--- config.mk ---
export PLATFORM = sky130hd
export DESIGN_NAME = result_demux_2
export DESIGN_NICKNAME = d
export VERILOG_FILES = /design/src/rtl/result_demux_pkg.sv /design/src/rtl/demux_fifo.sv /design/src/rtl/result_demux_2.sv
export SDC_FILE = /design/constraint.sdc
export NUM_CORES = 1
export LEC_CHECK = 0
export BUFFER_PORTS_ARGS = -buffer_cell sky130_fd_sc_hd__buf_4
export CAP_MARGIN = 25
export CORE_ASPECT_RATIO = 0.7
export CORE_UTILIZATION = 45
export DETAILED_ROUTE_END_ITERATION = 16
export GPL_TIMING_DRIVEN = 0
export PLACE_DENSITY = 0.68
export SYNTH_ARGS = -nofsm -noshare
export SYNTH_HDL_FRONTEND = slang
export SYNTH_SLANG_ARGS = --single-unit
--- constraint.sdc ---
create_clock -name clk -period 5.8 [get_ports clk]
set_input_delay 0.29 -clock clk [delete_from_list [all_inputs] [get_ports clk]]
set_output_delay 0.29 -clock clk [all_outputs]
set_load 0.005 [all_outputs]
--- src/rtl/result_demux_pkg.sv ---
// rtl/result_demux_pkg.sv - shared select constants and default sizing for result_demux_2
package result_demux_pkg;

  localparam logic DEST_A = 1'b0;
  localparam logic DEST_B = 1'b1;

  localparam int DEFAULT_WIDTH = 32;
  localparam int DEFAULT_DEPTH = 2;

endpackage

--- src/rtl/demux_fifo.sv ---
// rtl/demux_fifo.sv - synchronous FIFO with occupancy count and flush; push/pop qualified by the caller
module demux_fifo
  import result_demux_pkg::*;
#(
  parameter int WIDTH = DEFAULT_WIDTH,
  parameter int DEPTH = DEFAULT_DEPTH,
  localparam int CW = $clog2(DEPTH + 1)
) (
  input  logic             clk,
  input  logic             rst_n,
  input  logic             flush,
  input  logic             push,
  input  logic [WIDTH-1:0] push_data,
  input  logic             pop,
  output logic             valid,
  output logic [WIDTH-1:0] data,
  output logic [CW-1:0]    count,
  output logic             full
);

  localparam int AW = $clog2(DEPTH);

  logic [WIDTH-1:0] mem [DEPTH];
  logic [AW-1:0]    wr_ptr;
  logic [AW-1:0]    rd_ptr;

  // Storage is deliberately left out of reset and flush; only pointers/count matter.
  always_ff @(posedge clk) begin
    if (push) begin
      mem[wr_ptr] <= push_data;
    end
  end

  always_ff @(posedge clk or negedge rst_n) begin
    if (!rst_n) begin
      wr_ptr <= '0;
      rd_ptr <= '0;
      count  <= '0;
    end else if (flush) begin
      wr_ptr <= '0;
      rd_ptr <= '0;
      count  <= '0;
    end else begin
      if (push) begin
        wr_ptr <= wr_ptr + AW'(1);
      end
      if (pop) begin
        rd_ptr <= rd_ptr + AW'(1);
      end
      case ({push, pop})
        2'b10:   count <= count + CW'(1);
        2'b01:   count <= count - CW'(1);
        default: count <= count;
      endcase
    end
  end

  assign valid = (count != '0);
  assign full  = (count == CW'(DEPTH));
  assign data  = valid ? mem[rd_ptr] : '0;

endmodule

--- src/rtl/result_demux_2.sv ---
// rtl/result_demux_2.sv - registered 1-to-2 result demux with an independent FIFO per destination
module result_demux_2
  import result_demux_pkg::*;
#(
  parameter int WIDTH = DEFAULT_WIDTH,
  parameter int DEPTH = DEFAULT_DEPTH,
  localparam int CW = $clog2(DEPTH + 1)
) (
  input  logic             clk,
  input  logic             rst_n,
  input  logic             flush,
  input  logic             in_valid,
  output logic             in_ready,
  input  logic             in_sel,
  input  logic [WIDTH-1:0] in_data,
  output logic             out_a_valid,
  input  logic             out_a_ready,
  output logic [WIDTH-1:0] out_a_data,
  output logic [CW-1:0]    out_a_count,
  output logic             out_b_valid,
  input  logic             out_b_ready,
  output logic [WIDTH-1:0] out_b_data,
  output logic [CW-1:0]    out_b_count
);

  logic full_a;
  logic full_b;
  logic push_a;
  logic push_b;
  logic pop_a;
  logic pop_b;

  // Readiness depends only on the selected FIFO's full flag, never on consumer ready.
  assign in_ready = !flush && !((in_sel == DEST_B) ? full_b : full_a);
  assign push_a   = in_valid && in_ready && (in_sel == DEST_A);
  assign push_b   = in_valid && in_ready && (in_sel == DEST_B);
  assign pop_a    = out_a_valid && out_a_ready && !flush;
  assign pop_b    = out_b_valid && out_b_ready && !flush;

  demux_fifo #(.WIDTH(WIDTH), .DEPTH(DEPTH)) u_fifo_a (
    .clk       (clk),
    .rst_n     (rst_n),
    .flush     (flush),
    .push      (push_a),
    .push_data (in_data),
    .pop       (pop_a),
    .valid     (out_a_valid),
    .data      (out_a_data),
    .count     (out_a_count),
    .full      (full_a)
  );

  demux_fifo #(.WIDTH(WIDTH), .DEPTH(DEPTH)) u_fifo_b (
    .clk       (clk),
    .rst_n     (rst_n),
    .flush     (flush),
    .push      (push_b),
    .push_data (in_data),
    .pop       (pop_b),
    .valid     (out_b_valid),
    .data      (out_b_data),
    .count     (out_b_count),
    .full      (full_b)
  );

endmodule

== After elaboration in Yosys (flattened, before gate mapping) ==
Memory sizes are Yosys's and may differ from the RTL's.
Cells that the tools add are included.

* Output and inout bits: 71
* Memories: 2
* Bits of input ports: 39
* Bits in writable memories: 128
* ROM bits: 0
* Bits in latches: 0
* Bits in registers: 8
* Logic and storage cells: 60

* Add/sub/neg operators: 8
* Div/mod/pow operators: 0
* Equality and inequality tests: 6
* $lt $le $gt $ge: 0
* Bitwise logic cells: 1
* Shifts and indexed selects: 0
* Multipliers: 0
* Muxes and demuxes: 19
* Reductions and logical operators: 18

{| class="wikitable"
|+ Memory list
! name !! depth !! width !! read ports !! clocked after Yosys merged registers in !! wr ports !! line !! text
|-
| u_fifo_a.mem || 2 || 32 || 1 || 0 || 1 || demux_fifo.sv:23 || <nowiki>logic [WIDTH-1:0] mem [DEPTH];</nowiki>
|-
| u_fifo_b.mem || 2 || 32 || 1 || 0 || 1 || demux_fifo.sv:23 ||
|}

{| class="wikitable"
|+ Operator list
! operator !! count
|-
| $mux 32 || 2
|-
| $mux 1 || 13
|-
| $reduce_bool 2->1 || 6
|-
| $eq 2x2->1 const B || 4
|-
| $logic_and 1x1->1 || 8
|-
| $pmux 2 s2 || 2
|-
| $reduce_bool 3->1 || 2
|-
| $add 1x1->1 const B || 4
|-
| $add 2x1->2 const B || 2
|-
| $eq 2x1->1 const B || 2
|-
| $mux 2 || 2
|-
| $sub 2x1->2 const B || 2
|-
| $logic_not 1->1 || 2
|-
| $not 1->1 || 1
|}

== Depth between registers and ports, before layout ==
* Word-level depth: 9
* Depth in mapped cells: 4
* Gate-level depth less buffers: 3

== Cells and area by module ==
A second synthesis with hierarchy kept.

* Cell total of the unflattened synthesis: 320
* Area total of the unflattened synthesis: 5,283.8 um2

{| class="wikitable"
|+ By module, submodules not included
! module !! times used !! cells an instance !! area each (um2) !! seq. area each (um2)
|-
| demux_fifo || 2 || 156 || 2,613.8 || 2,021.9
|-
| result_demux_2 || 1 || 8 || 56.3 || 0.0
|}

== Least setup slack after synthesis ==
OpenSTA, ideal clock, no wires.

* Path kind: reg2reg
* From: reg u_fifo_a.count[1]
* To: mem u_fifo_a.mem[1][0] (netlist bit), enable pin
* Period minus slack after synthesis: 4.518 ns
* Required time: 5.287 ns
* Setup slack: 1.282 ns
* Buffers on the path: 0
* Cell stages (with the launch flop): 3
* Library setup time: 0.513 ns
* Arrival: 4.005 ns
* Cells stage by stage: dfrtp_1 -> nor2b_2 -> nor4b_1

* Longest elaborated chain between the ends: 8

{| class="wikitable"
|+ Ends and longest elaborated chain
! item !! line !! text
|-
| from (decl) || demux_fifo.sv:17 || <nowiki>output logic [CW-1:0] count,</nowiki>
|-
| from (signal assigned) || demux_fifo.sv:51 || <nowiki>2'b10: count <= count + CW'(1);</nowiki>
|-
| from (signal assigned) || demux_fifo.sv:52 || <nowiki>2'b01: count <= count - CW'(1);</nowiki>
|-
| from (signal assigned) || demux_fifo.sv:53 || <nowiki>default: count <= count;</nowiki>
|-
| $eq 2x2->1 || demux_fifo.sv:59 || <nowiki>assign full = (count == CW'(DEPTH));</nowiki>
|-
| $mux 1 || result_demux_2.sv:34 || <nowiki>assign in_ready = !flush && !((in_sel == DEST_B) ? full_b : full_a);</nowiki>
|-
| $logic_not 1->1 || result_demux_2.sv:34 ||
|-
| $logic_and 1x1->1 || result_demux_2.sv:34 ||
|-
| $logic_and 1x1->1 (2 in a row) || result_demux_2.sv:35 || <nowiki>assign push_a = in_valid && in_ready && (in_sel == DEST_A);</nowiki>
|-
| $mux 1 || demux_fifo.sv:29 || <nowiki>if (push) begin</nowiki>
|-
| $mux 1 (implied by the code) || demux_fifo.sv:30 || <nowiki>mem[wr_ptr] <= push_data;</nowiki>
|-
| to (decl) || demux_fifo.sv:23 ||
|}

No other way between the ends.

== Final worst setup path ==
* From: reg u_fifo_a.count[1]
* To: mem u_fifo_a.mem[1][24] (netlist bit), enable pin

The elaborated chain is that of the path after synthesis.

==> summary.txt <==
Synth
  – Synth Register Bits: 136
  – Sequential fraction of the synthesis area: about 76%
  – Post-synth top area share: slightly above 70%
  – Async set-reset flop share out of synthesis: 5.88%
  – Yosys cell types: 30
  – Yosys top cell by area: edfxtp_1
  – Syn Inst Count: 329
  – Mapped Area: 5310 um2
  – Count leader, synth: edfxtp_1
  – Syn_area_per_cell: 16.1 um2
  – Synth area leaders: edfxtp_1 72%, mux2i_1 12%, nor2_1 4.9%
  – Number of synthesized flops with an enable pin: around 130
  – Net Count, Synth: 368
  – Synth warn: 0
  – Post-synth top cells: 128 x edfxtp_1, 70 x nor2_1, 64 x mux2i_1, 8 x buf_2, 8 x dfrtp_1
  – Top FF cell, synth: edfxtp_1

Worst setup path
  – WS Path Type: reg2reg
  – CP Data Arrival Time: 2470 ps
  – R2r setup slk: 3450 ps
  – CP cell instances: nor2b_2 > nor4b_2 > buf_4 > buf_6
  – Worst-path maximum fanout: 8
  – CP max-delay cell: nor4b_2
  – Startpoint Class: flip-flop
  – Buf/Inv on CP: 2
  – Largest stage delay, worst path: a little over 900 ps
  – Crit end category: flip-flop
  – Cell family with most CP delay: simple AND/OR/NAND/NOR gates
  – Critical Path RT: 5920 ps

STA
  – Final period util: 40.6%
  – Final Hold Fails: 0
  – Clock period minus worst slack: 2350 ps
  – RSZ-0062 raised after global routing: no
  – Max-slew violation count: 0
  – Worst Max-Slew Pin Slew: 1070 ps
  – Slew margin rel.: ~28%
  – Setup violators final: 0
  – Fmax: 425 MHz
  – Clk_skew: 8.52 ps

Clock network
  – Sinks on Clock Net: 136
  – CTS Buf Count: 17
  – Post-CTS Hold Fix Bufs: 1
  – Post-cts sizing count: 0
  – Clock Latency Late Sink: 400 ps
  – CTS tree: built
  – Max Root-Sink Buffers: 2
  – H-tree Lvls: 4
  – Root buffer cell: clkbuf_16
  – Worst-path clk slew: 50 ps
  – Post-CTS Setup Inserts: 0

Floorplan
  – Core area: about 11000 um2
  – Rows: 32
  – Starting density of the core: 47.2%
  – Die X: 132 um
  – # IOs: 110
  – Die area: 12200 um2
  – Die Ht: roughly 93 um

Layout
  – Fillers: 884
  – Footprint of the multi-input gates: around 1200 um2
  – Fin nets: 507
  – Layout cells sized above 1: between 30 and 40%
  – Final Instance Area: between 6000 and 7000 um2
  – FF+latch area: 4040 um2
  – Final Util: between 60% and 70%
  – Area delta synth->final: 31.8%
  – Ant diodes: 0

Global route
  – Tot GR Track Use: around a fifth
  – Vias in the first global route: 3140
  – Initial antenna violation count: 0
  – GR Util met2: between 30% and 40%
  – First-pass GRT wire length: ~17000 um
  – Largest net degree at the start of global routing: 27
  – Met1 Usage GRT: 25.0%
  – Met3 Use GR: 5.64%
  – Grt ovf: 0
  – Most Used Layer, Global Route: met2

Placed design
  – DP Area: ~6500 um2
  – IO Port Bufs: approximately 110
  – DP Wirelength: between 7000 and 8000 um
  – GP Congestion: 0.745

Detailed routing
  – Antenna-violating nets left: 0
  – Routed length per placed instance: 17.7 um
  – DRC viols: 0
  – Vias/cell: 4.90
  – Iter 0 DRT Violations: 142
  – Vias: just over 3k
  – Routed wire length: ~11000 um
  – Pre-antenna DRT Iters: 4

Power
  – LEAKAGE: 2.57 nW
  – Power Total: ~0.0022 W
  – Pwr dens: 321 nW/um2
  – Worst VDD drop: roughly 220 uV

Run
  – Max-cap violations: 0

Status
  – Status: finished, final reports clean

Hold path
  – Tightest Hold Check Type: in2reg
-- per-stage QoR --
stage | TNS (ps) | setup slack, ps | hold slack, ps | cells
4_1_cts | 0 | 3490 | 66.2 | 634
3_5_place_dp | 0 | 3500 | 119 | 601
6_report | 0 | 3450 | 86.0 | 634
2_1_floorplan | 0 | 1280 | -5.59 | 329
5_1_grt | 0 | 3360 | 67.1 | 634
3_3_place_gp | -65650 | -1230 | 117 | 591
-- cells in the final DEF (no fill, tap or decap), types with 2 or more instances in the layout --
master,instances
nor2_1,68
mux2i_1,64
clkinvlp_4,3
dfrtp_1,8
nand2_1,2
o21ai_0,6
nand2b_1,2
or3_1,2
buf_6,4
inv_1,5
clkbuf_1,6
nand3b_1,2
nor2b_1,2
buf_2,8
clkinv_2,4
edfxtp_1,128
a31oi_1,3
a21oi_1,3
xor2_1,2
clkinv_1,2
clkbuf_16,17
buf_12,2
buf_4,120
nor2_4,2
-- final timing paths --
| path | startpoint | to | depth (start not counted) |
|---|---|---|---|
| worst max-delay path | u_fifo_a.count[1] | u_fifo_a.mem[1][24] | 4 |
| worst min-delay path | in_data[4] | u_fifo_b.mem[0][4] | 1 |
| worst max register to register | u_fifo_a.count[1] | u_fifo_a.mem[1][24] | 4 |
| worst min register to register | u_fifo_a.wr_ptr | u_fifo_a.wr_ptr | 2 |
| max in group asynchronous | rst_n | u_fifo_b.rd_ptr | 2 |
| min in group asynchronous | rst_n | u_fifo_a.count[0] | 2 |
-- kinds of logic after synthesis --
family,synth area share (%)
muxes,12.1
AOI/OAI and AO/OA,1.98
xor gates and xnor gates,0.330
buffers and inverters,2.17
and+or+nand+nor,7.30
DFF,76.2
-- power breakdown --
group | internal [W] | switching [W] | total [W]
clock | 0.000582 | 0.000374 | 0.000956
sequential | 0.00110 | 0.00000760 | 0.00111
combinational | 0.0000898 | 0.0000972 | 0.000187
-- layer usage --
metal  vias to the layer above  share of wire (%)  routed length, um
met5                         -                  0                  0
met4                         0               0.35                 39
met3                         4                6.4                712
met2                       101                 48               5330
met1                      1499                 46               5130
li1                       1503                  -                  -
-- cell type report --
cell class / count / area share [%]
plain buffers: 16 / 1.38
clock buffers: 22 / 6.35
clock inverters: 10 / 1.14
inverters: 5 / 0.268
multi-input cells: 172 / 16.8
flip-flops and latches: 136 / 57.8
well taps: 153 / 2.74
repair buffers: 120 / 13.5
-- sequential cells by signal, indices dropped and copies added, names as in the netlist --
register / count
u_fifo_a.count: 2
u_fifo_a.mem: 64
u_fifo_a.rd_ptr: 1
u_fifo_a.wr_ptr: 1
u_fifo_b.count: 2
u_fifo_b.mem: 64
u_fifo_b.rd_ptr: 1
u_fifo_b.wr_ptr: 1
No activity file was read; power rests on OpenSTA's default activity.
